`config.mk`:
```
export PLATFORM = sky130hd
export DESIGN_NAME = conv3_frame_streamer
export DESIGN_NICKNAME = d
export VERILOG_FILES = /design/src/rtl/conv3_frame_streamer.sv
export SDC_FILE = /design/constraint.sdc
export NUM_CORES = 2
export LEC_CHECK = 0
export BUFFER_PORTS_ARGS = -buffer_cell sky130_fd_sc_hd__buf_2
export CORE_MARGIN = 1.5
export CORE_UTILIZATION = 35
export DETAILED_ROUTE_END_ITERATION = 10
export HOLD_SLACK_MARGIN = 0.08
export PLACE_DENSITY = 0.6
export REMOVE_ABC_BUFFERS = 1
export SLEW_MARGIN = 40
export SYNTH_ARGS = -nofsm -noshare
export SYNTH_HDL_FRONTEND = slang
export SYNTH_SLANG_ARGS = --single-unit
```
`constraint.sdc`:
```
create_clock -name clk -period 2.9 [get_ports clk]
set_clock_uncertainty 0.05 [all_clocks]
set_input_delay 0.435 -clock clk [delete_from_list [all_inputs] [get_ports clk]]
set_output_delay 0.435 -clock clk [all_outputs]
set_load 0.02 [all_outputs]
```
`src/rtl/conv3_frame_streamer.sv`:
```
// ---------------------------------------------------------------------------
// conv3_frame_streamer
//
// Holds one WIDTH x HEIGHT feature map in an internal frame memory and, on a
// start pulse, transmits it in raster order as a valid/ready pixel stream
// suitable for the 3x3 convolution line buffer.
//
// Ports:
//   clk        system clock, rising edge
//   rst_n      asynchronous active-low reset
//   wr_en      frame-memory write strobe (honoured in IDLE only)
//   wr_addr    raster address row*WIDTH+col
//   wr_data    pixel to store
//   wr_err     one-cycle pulse when a write is dropped
//   start      begin streaming the frame (sampled in IDLE)
//   abort      cancel the stream in progress
//   ready_in   downstream can accept a pixel
//   valid_out  data_out is valid
//   data_out   current pixel
//   sol/eol    data_out is column 0 / column WIDTH-1
//   eof        data_out is the last pixel of the frame
//   busy       streaming in progress
//   done       one-cycle pulse after the last pixel is accepted
// ---------------------------------------------------------------------------
module conv3_frame_streamer #(
    parameter int WIDTH     = 8,
    parameter int HEIGHT    = 10,
    parameter int DATA_BITS = 32,
    localparam int NPIX      = WIDTH * HEIGHT,
    localparam int ADDR_BITS = $clog2(NPIX)
) (
    input  logic                 clk,
    input  logic                 rst_n,
    input  logic                 wr_en,
    input  logic [ADDR_BITS-1:0] wr_addr,
    input  logic [DATA_BITS-1:0] wr_data,
    output logic                 wr_err,
    input  logic                 start,
    input  logic                 abort,
    input  logic                 ready_in,
    output logic                 valid_out,
    output logic [DATA_BITS-1:0] data_out,
    output logic                 sol,
    output logic                 eol,
    output logic                 eof,
    output logic                 busy,
    output logic                 done
);

    // One extra pointer bit so the read pointer can sit at NPIX after the
    // final pixel has been loaded into the output register.
    localparam int PTR_BITS = ADDR_BITS + 1;
    localparam int COL_BITS = $clog2(WIDTH);

    localparam logic [PTR_BITS-1:0] NPIX_P    = PTR_BITS'(NPIX);
    localparam logic [PTR_BITS-1:0] LAST_P    = PTR_BITS'(NPIX - 1);
    localparam logic [PTR_BITS-1:0] PTR_ZERO  = {PTR_BITS{1'b0}};
    localparam logic [PTR_BITS-1:0] PTR_ONE   = PTR_BITS'(1);
    localparam logic [COL_BITS-1:0] COL_ZERO  = {COL_BITS{1'b0}};
    localparam logic [COL_BITS-1:0] COL_ONE   = COL_BITS'(1);
    localparam logic [COL_BITS-1:0] COL_LAST  = COL_BITS'(WIDTH - 1);
    localparam logic [DATA_BITS-1:0] DATA_ZERO = {DATA_BITS{1'b0}};

    typedef enum logic [0:0] {
        ST_IDLE   = 1'b0,
        ST_STREAM = 1'b1
    } state_t;

    state_t                 state_r;
    state_t                 state_nxt_s;
    logic [DATA_BITS-1:0]   mem_r [NPIX];
    logic [PTR_BITS-1:0]    rd_ptr_r;
    logic [COL_BITS-1:0]    col_r;
    logic                   valid_out_r;
    logic [DATA_BITS-1:0]   data_out_r;
    logic                   sol_r;
    logic                   eol_r;
    logic                   eof_r;
    logic                   done_r;
    logic                   wr_err_r;

    logic                   streaming_s;
    logic                   transfer_s;
    logic                   abort_s;
    logic                   finish_s;
    logic                   load_s;
    logic                   wr_ok_s;
    logic                   wr_bad_s;

    // Handshake, load and write-qualification decode.
    always_comb begin
        streaming_s = (state_r == ST_STREAM);
        transfer_s  = valid_out_r & ready_in;
        abort_s     = streaming_s & abort;
        // Abort wins over completion: an aborted frame never reports done.
        finish_s    = streaming_s & transfer_s & eof_r & ~abort;
        load_s      = streaming_s & ~abort & (rd_ptr_r < NPIX_P) &
                      (~valid_out_r | ready_in);
        wr_ok_s     = wr_en & ~streaming_s & ({1'b0, wr_addr} < NPIX_P);
        wr_bad_s    = wr_en & ~wr_ok_s;
    end

    // State register.
    always_ff @(posedge clk or negedge rst_n) begin
        if (!rst_n) begin
            state_r <= ST_IDLE;
        end else begin
            state_r <= state_nxt_s;
        end
    end

    // Next-state logic.
    always_comb begin
        state_nxt_s = state_r;
        case (state_r)
            ST_IDLE: begin
                if (start && !abort) begin
                    state_nxt_s = ST_STREAM;
                end else begin
                    state_nxt_s = ST_IDLE;
                end
            end
            ST_STREAM: begin
                if (abort || finish_s) begin
                    state_nxt_s = ST_IDLE;
                end else begin
                    state_nxt_s = ST_STREAM;
                end
            end
            default: state_nxt_s = ST_IDLE;
        endcase
    end

    // Frame memory write port; contents are deliberately not reset.  A write
    // in the same cycle as start lands before the first read one edge later.
    always_ff @(posedge clk) begin
        if (wr_ok_s) begin
            mem_r[wr_addr] <= wr_data;
        end
    end

    // Dropped-write indication, one cycle after the offending strobe.
    always_ff @(posedge clk or negedge rst_n) begin
        if (!rst_n) begin
            wr_err_r <= 1'b0;
        end else begin
            wr_err_r <= wr_bad_s;
        end
    end

    // Output register stage, read pointer, column counter and done pulse.
    always_ff @(posedge clk or negedge rst_n) begin
        if (!rst_n) begin
            rd_ptr_r    <= PTR_ZERO;
            col_r       <= COL_ZERO;
            valid_out_r <= 1'b0;
            data_out_r  <= DATA_ZERO;
            sol_r       <= 1'b0;
            eol_r       <= 1'b0;
            eof_r       <= 1'b0;
            done_r      <= 1'b0;
        end else if (abort_s || finish_s) begin
            rd_ptr_r    <= PTR_ZERO;
            col_r       <= COL_ZERO;
            valid_out_r <= 1'b0;
            sol_r       <= 1'b0;
            eol_r       <= 1'b0;
            eof_r       <= 1'b0;
            done_r      <= finish_s;
        end else if (load_s) begin
            data_out_r  <= mem_r[rd_ptr_r[ADDR_BITS-1:0]];
            sol_r       <= (col_r == COL_ZERO);
            eol_r       <= (col_r == COL_LAST);
            eof_r       <= (rd_ptr_r == LAST_P);
            valid_out_r <= 1'b1;
            rd_ptr_r    <= rd_ptr_r + PTR_ONE;
            col_r       <= (col_r == COL_LAST) ? COL_ZERO : (col_r + COL_ONE);
            done_r      <= 1'b0;
        end else if (transfer_s) begin
            // Accepted with nothing left to load: drop valid cleanly.
            valid_out_r <= 1'b0;
            sol_r       <= 1'b0;
            eol_r       <= 1'b0;
            eof_r       <= 1'b0;
            done_r      <= 1'b0;
        end else begin
            done_r      <= 1'b0;
        end
    end

    assign wr_err    = wr_err_r;
    assign valid_out = valid_out_r;
    assign data_out  = data_out_r;
    assign sol       = sol_r;
    assign eol       = eol_r;
    assign eof       = eof_r;
    assign busy      = (state_r == ST_STREAM);
    assign done      = done_r;

endmodule

```
==> results.yml <==
routing:
  drtIter0Drc: 6016
  wl_um: 275000
  ant_nets: 0
  vias_per_cell: 5.51
  wire_per_inst_um: 29.5
  drc: 0
  drtPass1Iterations: 5
  route.vias.total: 51384
synthesis:
  ys_warn_count: 0
  synth_seq_area_share: 0.778
  yosysTopAreaCellShare: 0.766
  syn_inst: 4825
  synth_top_cell_by_area: "edfxtp_1"
  synth_async_sr_flop_share: 0.0192
  synth_area_per_cell_um2: 20.8
  synth_area_um2: 100000
  synth_edf_count: 2560
  ys_types: 58
  synth-main-ff-cell: "edfxtp_1"
  ys_seq_elements: 2610
  synthTopCellsByArea: "edfxtp_1 (77%), mux4_2 (8.8%), mux2i_1 (5.9%), a22oi_1 (2.2%), dfrtp_1 (1.2%)"
final_layout:
  drive_above_1_share: 0.243
  register_area_um2: 78100
  stdcell_count: 9329
  fill_cells: 24700
  area_growth_pct: 17.7
  design_area_um2: 118000
  nets: 5405
  multi_input_area_um2: 21300
worst_setup_path:
  critPathKind: "register to register"
  slowest_delay_ns: 0.57
  cp_max_fo: 46
  cp-start-kind: "register"
  crit_slowest_cell: "dfrtp_4"
  arrival_ns: 3.60
  critPathLaunch: "rd_ptr_r[2]"
  path_cells: "buf_12 -> buf_12 -> mux4_2 -> a22oi_2 -> nand4_1 -> o21ai_1 -> nand2_1"
  end_kind: "register"
  required_ns: 3.62
  cp_common_cell: "buf_12"
  crit-reg2reg-launch: "rd_ptr_r[2]"
pwr:
  finalPower_mw: 91.4
  cellPowerDensity_nw_per_um2: 773
  p_leak_nw: 36.6
  vdd.ir_drop.worst_uv: 550
timing:
  fmax_mhz: 347
  maxSlewViolCount: 0
  slew_headroom: 0.457
  min_period_over_period: 0.993
  fin_crit_ns: 2.88
  finalSetupTns_ns: 0
  worst_pin_slew_ns: 0.815
  rsz0062_at_grt: "true"
  setup_violations: 0
  final_hold_viol_count: 0
outcome:
  status: "finished, final reports clean"
die:
  rows: 196
  initial_core_util: 0.352
  core-area_um2: 285000
  dieArea_um2: 290000
  die_y_um: 539
  die_x_um: 539
  io_pins: 84
hold_path:
  min_from: "wr_data[14]"
  hold_class: "input port to register"
clock_network:
  clkTransAtPathRegs_ns: 0.06
  clk_latency_ns: 0.91
  ctsHtreeMaxLevel: 4
  numCtsBuffers: 249
  clockBufferDepth: 4
  cts_sinks: 2610
  cts_tree: "done"
  cts-root-buf: "clkbuf_16"
place:
  dpl_cell_area_um2: 110000
  io_buffer_count: 83
  dp.cells: 8828
  place_congestion: 0.848
  place_hpwl_um: 164000
run:
  cap_violations: 0
grt:
  grt_max_degree: 81
  grt_pass1_wl_um: 389000
  grtUsageTotal: 0.187
  grt_pass1_vias: 51059
  antenna_found_initial: 15
  grt_remaining_overflow: 0
## per-layer routing
layer | vias up | global-route usage | part of all wire
met5 | - | 0 | 0
met4 | 0 | 0.0474 | 0.024
met3 | 360 | 0.0368 | 0.082
met2 | 2113 | 0.300 | 0.48
met1 | 27710 | 0.260 | 0.42
li1 | 21201 | - | -
## registers in the layout, indices dropped and copies added, names as in the netlist
name and flops:
busy 1, eol 1, done 1, col_r 3, rd_ptr_r 8, valid_out 1
sol 1, data_out 32, eof 1, wr_err 1, mem_r 2560
## metrics by stage
step | hold WS [ns] | utilization | setup slack (ns)
final | 0.105 | 0.414 | 0.0194
after global routing | 0.111 | 0.414 | -0.0247
after CTS | 0.0909 | 0.414 | -0.00327
after detailed placement | 0.437 | 0.385 | -0.294
after global placement | 0.416 | 0.385 | -0.308
after floorplan | 0.0894 | - | -28.57
## report_power, final
part	leakage (nW)	total [mW]	switching, mW	internal (mW)
sequential	23.6	42.2	0.511	41.7
clock	3.79	31.6	13.8	17.8
combinational	9.18	17.6	9.82	7.82
## cell type report
| class | instances | area share |
|---|---|---|
| multi-input cells | 1939 | 0.181 |
| well taps | 3762 | 0.0399 |
| repair buffers | 549 | 0.0515 |
| flip-flops and latches | 2610 | 0.662 |
| clock inverters | 157 | 0.0112 |
| clock buffers | 297 | 0.0548 |
| inverters | 7 | 0.000222 |
| diodes | 8 | 0.000169 |
## cell usage in the layout (no fill, tap or decap), types with 22 or more instances in the layout
master,n
nand2_1,87
nand3_1,135
buf_2,78
edfxtp_1,2560
nand4_1,49
dfrtp_1,46
buf_4,271
mux4_2,390
a21oi_1,41
nor2b_1,27
dlygate4sd3_1,36
clkbuf_16,252
clkinv_1,91
bufinv_16,22
mux2i_1,595
a221oi_1,23
clkbuf_1,45
buf_12,156
a22oi_1,287
clkinv_2,31
nor2_1,47
nor2_4,83
## critical path, delay by kind of cell, from the launching register on
family / cells / cell delay (ns)
AO/OA/AOI/OAI: 2 / 0.61
buffers and inverters: 2 / 0.68
flip-flops: 1 / 0.57
multiplexers: 1 / 0.35
AND/OR/NAND/NOR: 2 / 0.37
## cell usage after synthesis (6+ instances only)
library cell,count
a221oi_1,26
nor2b_1,30
mux4_2,390
buf_6,37
a22o_1,6
buf_4,50
nor3_1,6
clkbuf_1,82
and3_1,6
a22oi_1,291
edfxtp_1,2560
dfrtp_1,50
buf_1,8
buf_2,87
nand4_1,49
o22ai_1,21
mux2i_1,596
inv_1,7
nand3_1,135
mux2_2,12
nand2_1,87
a21oi_1,42
nor2_1,129
and2_1,7
o21ai_1,17
a211oi_1,18
o21ai_0,6
## timing repair
action / CTS / global route
setup endpoints to repair: 7 / 12
gates cloned: 0 / 0
buffers inserted: 3 / 0
resized for setup: 10 / 16
pin swaps: 3 / 2
endpoints found under the hold margin: 1271 / 38
hold buffers: 35 / 2
## worst paths after layout
check | to | cells past startpoint | slack, ns
setup / recovery | data_out[4] | 7 | 0.02
hold / removal | mem_r[24][14] | 2 | 0.11
setup reg to reg | data_out[4] | 7 | 0.02
hold reg to reg | data_out[27] | 2 | 0.45
max in group asynchronous | rd_ptr_r[2] | 4 | 1.28
min in group asynchronous | data_out[8] | 3 | 0.55
## kinds of logic after synthesis
| logic type | share of synthesized area |
|---|---|
| AOI/OAI and AO/OA | 0.0332 |
| adders and majority gates | 0.000499 |
| xor gates and xnor gates | 0.000436 |
| muxes | 0.148 |
| and+or+nand+nor | 0.0227 |
| buffers and inverters | 0.0165 |
| DFF | 0.778 |
Note: power is estimated with default switching activity, not from simulation.
